`config.mk`:
```
export PLATFORM = sky130hd
export DESIGN_NAME = calc_result_display
export DESIGN_NICKNAME = d
export VERILOG_FILES = /design/src/rtl/calc_pkg.sv /design/src/rtl/hex_to_seg7.sv /design/src/rtl/calc_result_display.sv
export SDC_FILE = /design/constraint.sdc
export NUM_CORES = 1
export LEC_CHECK = 0
export ABC_CLOCK_PERIOD_IN_PS = 3200
export CORE_AREA = 2 2 102 104
export DETAILED_ROUTE_END_ITERATION = 8
export DIE_AREA = 0 0 104 106
export GPL_TIMING_DRIVEN = 0
export SYNTH_ARGS = -nofsm -noshare
export SYNTH_HDL_FRONTEND = slang
export SYNTH_SLANG_ARGS = --single-unit
```
`constraint.sdc`:
```
create_clock -name clk -period 3.2 [get_ports clk]
set_input_delay 0.48 -clock clk [delete_from_list [all_inputs] [get_ports clk]]
set_output_delay 0.48 -clock clk [all_outputs]
set_load 0.01 [all_outputs]
```
`src/rtl/calc_pkg.sv`:
```
// Shared types and segment constants for the calculator display path.
package calc_pkg;

    typedef enum logic [1:0] {
        IDLE  = 2'd0,
        BLANK = 2'd1,
        SHOW  = 2'd2,
        ERROR = 2'd3
    } disp_state_t;

    localparam logic [6:0] SEG_DASH = 7'h40;
    localparam logic [6:0] SEG_E    = 7'h79;
    localparam logic [6:0] SEG_OFF  = 7'h00;

endpackage

```
`src/rtl/hex_to_seg7.sv`:
```
// Hex nibble to 7-segment pattern (segments a..g on bits 0..6, active high).
module hex_to_seg7 (
    input  logic [3:0] hex,
    output logic [6:0] seg
);

    // Pure lookup from nibble to segment pattern
    always_comb begin
        seg = 7'h00;
        case (hex)
            4'h0:    seg = 7'h3F;
            4'h1:    seg = 7'h06;
            4'h2:    seg = 7'h5B;
            4'h3:    seg = 7'h4F;
            4'h4:    seg = 7'h66;
            4'h5:    seg = 7'h6D;
            4'h6:    seg = 7'h7D;
            4'h7:    seg = 7'h07;
            4'h8:    seg = 7'h7F;
            4'h9:    seg = 7'h6F;
            4'hA:    seg = 7'h77;
            4'hB:    seg = 7'h7C;
            4'hC:    seg = 7'h39;
            4'hD:    seg = 7'h5E;
            4'hE:    seg = 7'h79;
            4'hF:    seg = 7'h71;
            default: seg = 7'h00;
        endcase
    end

endmodule

```
`src/rtl/calc_result_display.sv`:
```
// Accepts a calculator result over valid/ready and drives one 7-segment digit,
// blanking briefly on every accept and blinking 'E' for flagged results.
module calc_result_display
    import calc_pkg::*;
#(
    parameter int BLANK_CYCLES = 4,
    parameter int BLINK_DIV    = 22
) (
    input  logic       clk,
    input  logic       reset,
    input  logic [3:0] result,
    input  logic       result_flag,
    input  logic       result_valid,
    output logic       result_ready,
    input  logic       display_en,
    output logic [6:0] seg,
    output logic       dp
);

    localparam int BW = (BLANK_CYCLES > 1) ? $clog2(BLANK_CYCLES) : 1;
    localparam int CW = BLINK_DIV + 1;
    localparam logic [BW-1:0] BLANK_LOAD = BW'(BLANK_CYCLES - 1);

    disp_state_t   state_r;
    logic [BW-1:0] blank_cnt_r;
    logic [CW-1:0] blink_cnt_r;
    logic [3:0]    value_r;
    logic          flag_r;
    logic [6:0]    hex_seg_s;
    logic [6:0]    seg_next_s;
    logic          dp_next_s;
    logic          accept_s;

    hex_to_seg7 u_hex_to_seg7 (
        .hex (value_r),
        .seg (hex_seg_s)
    );

    assign result_ready = (state_r != BLANK);
    assign accept_s     = result_valid && result_ready;

    // Output pattern for the current state; registered below so it lags state by one cycle
    always_comb begin
        seg_next_s = SEG_OFF;
        dp_next_s  = 1'b0;
        if (display_en) begin
            case (state_r)
                IDLE:    seg_next_s = SEG_DASH;
                BLANK:   seg_next_s = SEG_OFF;
                SHOW:    seg_next_s = hex_seg_s;
                ERROR: begin
                    seg_next_s = blink_cnt_r[BLINK_DIV] ? SEG_OFF : SEG_E;
                    dp_next_s  = 1'b1;
                end
                default: seg_next_s = SEG_OFF;
            endcase
        end else begin
            seg_next_s = SEG_OFF;
            dp_next_s  = 1'b0;
        end
    end

    // Display FSM, blank/blink counters, latched result and output registers
    always_ff @(posedge clk) begin
        if (reset) begin
            state_r     <= IDLE;
            blank_cnt_r <= '0;
            blink_cnt_r <= '0;
            value_r     <= 4'h0;
            flag_r      <= 1'b0;
            seg         <= SEG_DASH;
            dp          <= 1'b0;
        end else begin
            seg <= seg_next_s;
            dp  <= dp_next_s;
            // An accept from any ready state restarts the blank, discarding blink phase
            if (accept_s) begin
                state_r     <= BLANK;
                blank_cnt_r <= BLANK_LOAD;
                value_r     <= result;
                flag_r      <= result_flag;
            end else begin
                case (state_r)
                    IDLE: state_r <= IDLE;
                    BLANK: begin
                        if (blank_cnt_r == '0) begin
                            state_r     <= flag_r ? ERROR : SHOW;
                            blink_cnt_r <= '0;
                        end else begin
                            blank_cnt_r <= blank_cnt_r - BW'(1);
                        end
                    end
                    SHOW:  state_r <= SHOW;
                    ERROR: blink_cnt_r <= blink_cnt_r + CW'(1);
                    default: state_r <= IDLE;
                endcase
            end
        end
    end

endmodule

```
======== Yosys cells after proc, flatten, opt, wreduce, memory -nomap -nowiden ========
Memories as Yosys holds them, arrays and structs flattened. A register that Yosys moved wholly into a read port is not among the register bits.
Cells that the tools add are included.
word-level totals
  bits in read-only memories .............. 112
  logic and storage cells ................. 49
  register bits after elaboration ......... 40
  memories ................................ 1
  output and inout bits ................... 9
memory list
  memory            words  width  read ports  clocked after Yosys merged registers in  write ports  line               RTL
  (name not given)  16     7      1           1                                        0            hex_to_seg7.sv:10  case (hex)
operators by class
  mux-type cells .......................... 15
  bitwise operators ....................... 2
  equal/unequal tests ..................... 7
  reduce and logical (&&, ||, !) cells .... 13
  add/subtract/negate cells ............... 2
operators with widths
  operator                                              count
  case mux 23 bit (2 select lines)                      1
  case mux 7 bit (4 select lines)                       1
  adder 23 x 1 -> 23 bit (second input constant)        1
  2-to-1 mux 23 bit                                     1
  2-to-1 mux 7 bit                                      2
  2-to-1 mux 2 bit                                      4
  2-to-1 mux 4 bit                                      2
  case mux 2 bit (3 select lines)                       1
  AND reduction 2 bit                                   3
  equality test 2 bit (second input constant)           2
  logical NOT 2 bit                                     2
  != test 2 bit (second input constant)                 2
  nonzero test 2 bit                                    2
  nonzero test 4 bit                                    1
  OR reduction 2 bit                                    2
  2-to-1 mux 1 bit                                      3
  != test 3 bit (second input constant)                 1
  AND reduction 3 bit                                   1
  nonzero test 3 bit                                    1
  equality test 2 x 1 -> 1 bit (second input constant)  1
  != test 2 x 1 -> 1 bit (second input constant)        1
  NOT 1 bit                                             2
  subtractor 2 x 1 -> 2 bit (second input constant)     1
  logical AND 1 bit                                     1

======== Logic depth before layout (Yosys ltp) ========
  word-level depth ........................ 4
  gate-level depth with buffers ........... 11
  gate-level depth less buffers ........... 10

======== Cells and area by module ========
Synthesis repeated with hierarchy kept, for this count alone.
unflattened totals
  cells, all modules ...................... 247
  area total of the unflattened synthesis .. 2180.8 um2
by module, submodules not included
  module               area each (um2)  cells each  times used  seq. area each (um2)
  calc_result_display  1893.1           214         1           800.8
  hex_to_seg7          287.8            33          1           0.0

======== Worst setup path after synthesis ========
OpenSTA, ideal clock, no wires.
  path type ............................... reg2reg
  from .................................... register state_r[1]
  to ...................................... register u_hex_to_seg7.seg[3] (netlist name)
  path buffers ............................ 1
  library setup time ...................... 136 ps
  required time ........................... 3064 ps
  slack ................................... 1058 ps
  arrival time ............................ 2006 ps
  cell stages (with the launch flop) ...... 11
  period minus slack after synthesis ...... 2142 ps
  cell sequence ........................... dfxtp_1 -> inv_1 -> ha_1 -> nand2b_1 -> buf_2 -> nand2_1 -> a21oi_1 -> inv_1 -> ha_1 -> mux2i_1 -> mux2i_1
on the way
  cells in the longest elaborated chain, start to end .. 4
RTL lines
  what                                            line                       RTL
  start: declaration                              calc_result_display.sv:24  disp_state_t state_r;
  start signal: assignment                        calc_result_display.sv:87  state_r <= flag_r ? ERROR : SHOW;
  != test 2 x 1 -> 1 bit                          calc_result_display.sv:39  assign result_ready = (state_r != BLANK);
  logical AND 1 bit                               calc_result_display.sv:40  assign accept_s = result_valid && result_ready;
  2-to-1 mux 4 bit (no source line) (2 in a row)  -
Every way passes these cells.
A chain may end at the register's enable or synchronous reset.

======== Worst setup path in the final report ========
  from .................................... input result_valid
  to ...................................... register u_hex_to_seg7.seg[5] (netlist name)
on the way
  cells in the longest elaborated chain, start to end .. 3
RTL lines
  what                                            line                       RTL
  start: declaration                              calc_result_display.sv:13  input logic result_valid,
  logical AND 1 bit                               calc_result_display.sv:40
  2-to-1 mux 4 bit (no source line) (2 in a row)  -
Every way passes these cells.

==> run metrics <==
outcome=complete, no violations; core area=approximately 0.01 mm^2; fmax=363.4 MHz; Std-Cell Rows=37; largest net degree at the start of global routing=15; post-synth net total=between 200 and 300; routability cong.=roughly 0.84; DRT iter0 DRCs=61; Overflow after GRT=0; ys async rst share=0%; worst-path maximum fanout=8; Post-synth EDFFs=0; Starting Density=between 20% and 30%; unrepaired setup endpoints after global routing=no; PostCTS Resize Cnt=0; sequential-to-total area share from yosys stat=approximately 39%; Area contributors post-synth=dfxtp_1, ha_1, a21oi_1; Hold Path Class=reg2reg; minimum clock period=approximately 2.8 ns; Mapped Area=0.002402 mm^2; post-DR vias/cell=~4.8; Syn Inst Count=~260; Maximum Capacitance Violations=0; CTS tree=done; Static Leak=1.030 nW; P&R area growth vs syn=19.06%; number of detailed-route iterations in the first pass=4; Post-CTS Setup Bufs=0; actual slew at the worst max-slew pin=about 0.63 ns; area leader, netlist=dfxtp_1; Hold WS=around 0.45 ns; Seq cells post-synth=47; CTS Buf Count=5; Crit-path slowest cell=clkdlybuf4s50_1; initial antenna violation count=0; routed wire length=~5200 um; Slew Viols, Final=0; kind of critical path=in2reg; Yosys warning count=0; Total GRT Usage=about a tenth; Final nets=between 300 and 400; Port Buffers=17; Post-synth top cells=dfxtp_1, nand2_1, a21oi_1; # H-tree levels=2; drt drc=0; Sink Count=47; Arr. time, crit path=between 2 and 3 ns; Clock Pin Slew Worst Setup and Hold Paths=0.09 ns; IO Pins=18; antenna fix cells=0; period utilization=~86%; post-route ant nets=0; via count=just over 2000; Setup crit end kind=flop; WP buf/inv=2; top-count cell post-synth=dfxtp_1; first-pass GRT wire length=between 9000 and 10000 um; number of global-route vias before repair=roughly 2000; Die ar.=0.01102 mm^2; wire per inst=between 10 and 15 um; HPWL Detailed=approximately 3900 um; share of layout cells above drive strength 1=approximately 7%; worst vdd ir=between 0.2 and 0.25 mV; crit path cell chain=clkdlybuf4s50_1 > nor2b_1 > nand2_1 > a21oi_1 > inv_1 > ha_1 > a22oi_1 > o22a_1; CP startpoint kind=input pin; Max Buffers Root-to-Sink=2; Layout Cells excl Fill=between 400 and 500; insertion delay to the later sink of the worst-skew pair=around 0.30 ns; Layout Skew=~0.012 ns; root buffer cell=clkbuf_8; Critical Path RT=around 3.4 ns; Worst path max stage delay=0.66 ns; PwrDens=just under 500 mW/mm^2; mean cell area of the mapped netlist=9.100 um^2; Top delay family on crit path=buffers and inverters; Sum Neg Setup Slack=0 ns; relative slew slack=approximately 57%; top cell type's share of synthesized area=about two fifths; synth unique cells=50; die width=about 100 um; total placed cells including tap cells=~420; Die H=about 110 um; Final Hold Vio Count=0; ys flop type=dfxtp_1; Post-CTS Hold Fix Bufs=0; # setup viols final=0
==> final timing paths <==
kind	from	end	slack (ns)	depth (start not counted)
max reg2reg	state_r[1]	u_hex_to_seg7.seg[5]	0.55	9
max	result_valid	u_hex_to_seg7.seg[5]	0.45	8
min	u_hex_to_seg7.seg[0]	seg[0]	0.45	2
min reg2reg	u_hex_to_seg7.seg[0]	seg[0]	0.45	2
==> sequential cells by signal (all words and copies together) (netlist names) <==
| name | count |
|---|---|
| blink_cnt_r | 23 |
| seg | 7 |
| u_hex_to_seg7.seg | 7 |
| value_r | 4 |
| blank_cnt_r | 2 |
| state_r | 2 |
| dp | 1 |
| flag_r | 1 |
==> metrics by stage <==
stage / setup slack, ns / util (%) / total power [mW] / cell area, um^2
final: 0.4483 / 28.60 / 1.408 / 2860
after global routing: 0.2509 / 28.60 / 1.493 / 2860
after CTS: 0.4841 / 28.60 / 1.422 / 2860
after detailed placement: 0.1854 / 27.43 / 0.9713 / 2743
after global placement: 0.2270 / 27.43 / 0.9620 / 2743
after floorplan: 1.058 / - / 0.8735 / 2402
==> area by class of cell <==
type | instances | area (um^2)
repair buffers | 17 | 170.2
fillers | 1088 | 7139
flip-flops and latches | 47 | 940.9
plain buffers | 10 | 43.79
clock buffers | 6 | 82.58
multi-input cells | 194 | 1369
inverters | 13 | 48.80
well taps | 136 | 170.2
clock inverters | 2 | 35.03
==> kinds of logic (layout without fill, tap and decap cells) <==
group,count (synthesis),in the layout,share of synthesized area (%)
multiplexers,11,11,4.636
flip-flops,47,47,39.17
adder cells (fa/ha/maj),15,15,7.813
XOR/XNOR,4,4,1.459
AO/OA/AOI/OAI,66,66,18.70
AND/OR/NAND/NOR,98,98,24.37
buffers and inverters,23,48,3.854
==> worst min-delay path, delay by kind of cell (launching register included) <==
family             cells  cell delay [ns]
DFF                    1             0.30
AOI/OAI and AO/OA      1             0.06
and+or+nand+nor        1             0.05
==> layer usage <==
metal	GRT usage [%]	wire [um]
met1	12.65	2474
met5	0	0
met3	2.391	258
met4	2.606	50
met2	17.20	2440
==> cell usage in the layout, fill, tap and decap left out, types with 8 or more instances in the layout <==
master	n
dfxtp_1	47
nand2_1	27
a21oi_1	24
clkdlybuf4s50_1	17
ha_1	15
inv_1	13
mux2i_1	10
or4_1	10
nor2_1	9
o31ai_1	8
==> report_power, final <==
part           internal, mW  switching, mW  total, mW
registers             0.624         0.0204      0.644
clock network         0.253          0.199      0.452
logic                 0.125          0.186      0.311
No activity file was read; power rests on OpenSTA's default activity.
==> RTL change (same settings) <==
Make the reset (`reset`) asynchronous in one clocked block.
--- a/src/rtl/calc_result_display.sv
+++ b/src/rtl/calc_result_display.sv
@@ -62,5 +62,5 @@
 
     // Display FSM, blank/blink counters, latched result and output registers
-    always_ff @(posedge clk) begin
+    always_ff @(posedge clk or posedge reset) begin
         if (reset) begin
             state_r     <= IDLE;
Function: differs if reset is asserted again (counterexample within 4 cycles, from zero or initial values and one cycle with reset high); with reset held inactive, the same outputs for 10 cycles.
==> RTL change against the original RTL <==
  * Register-to-register slack better by 0.48 ns
  * Synthesized cell count down 6.4%
  * Sequential cell count down 7
  * Final area down 0.92%
  * Area after synthesis down 2.8%
  * Global-route usage down 0.58 points
  * First-iteration DRC count up 44%
  * Count of clock-buffer cells in the layout down 1
  * Routed wire length down 6.3%
  * Sequential share of layout area up 2.5 points
  * Setup slack better by 0.34 ns
  * Clock skew down 0.0019 ns
  * Critical endpoint is now result_ready
  * Highest routed layer unchanged
Power is not compared: it rests on default switching activity, and its combinational part moved more than twofold at a synthesized area within 25%.
==> RTL change: results <==
[setup_path]
arrival_ns = 1.94
cp_max_fo = 10
crit_path_max_incr_delay_ns = 0.48
regToRegSetupSlack_ns = 1.03

[cells_and_area]
nNetsFinal = 292
top_regs = "blink_cnt_r: 23 flops, seg: 7 flops, value_r: 4 flops"
drive_above_1_share_pct = 8.82
n_fill_cell = 1077
multi_input_area_um2 = 1220
fin_cells = 408

[synth]
ys_seq_area_share_pct = 42.9
syn_nets = 268
ys_types = 48
yosys-top-cells-count = "39 x dfrtp_1, 25 x o21ai_0, 22 x nand2_1"
synth_area_leaders = "dfrtp_1 42%, ha_1 6.4%, o21ai_0 5.4%"

[hold_path]
hold_end = "blink_cnt_r[7]"

[global_routing]
grt_use_met1_pct = 10.9
gr-usage-met3_pct = 1.10
grt_pass1_wl_mm = 8.74
globalRouteTotalUtil_pct = 9.44

[placed_design]
routabilityCongestion = 0.813
post-place-ws_ns = 0.848
placed_cells = 400
dpl_cell_area_um2 = 2680

[sta]
whs_ns = 0.515
skew_ns = 0.0102

[route]
wl_met1_mm = 2.22
met3WireLength_um = 92
met2_length_mm = 2.49
drt-total-wl_mm = 4.89

[run_status]
status = "finished clean"
==> RTL change: how the worst max path moves through the flow <==
stage / slack, ns / to / depth (start not counted)
after detailed placement: 0.85 / blink_cnt_r[20] / 6
after global placement: 0.87 / blink_cnt_r[6] / 2
final: 0.78 / result_ready / 5
after floorplan: 1.39 / blink_cnt_r[20] / 7
after global routing: 0.66 / result_ready / 5
after CTS: 0.75 / result_ready / 5
==> RTL change: logic make-up after synthesis <==
group,Yosys count,share of synthesized area (%)
buffers and inverters,26,4.93
adders and majority gates,12,6.43
xor gates and xnor gates,2,0.750
AOI/OAI and AO/OA,74,20.3
DFF,40,42.9
and+or+nand+nor,86,21.0
muxes,7,3.70
==> RTL change: area by class of cell <==
cell class	instances	area share, %
multi-input cells	181	43.0
flip-flops and latches	40	35.4
repair buffers	17	6.00
well taps	136	6.00
clock inverters	3	3.18
clock buffers	5	2.43
plain buffers	12	2.21
inverters	14	1.85
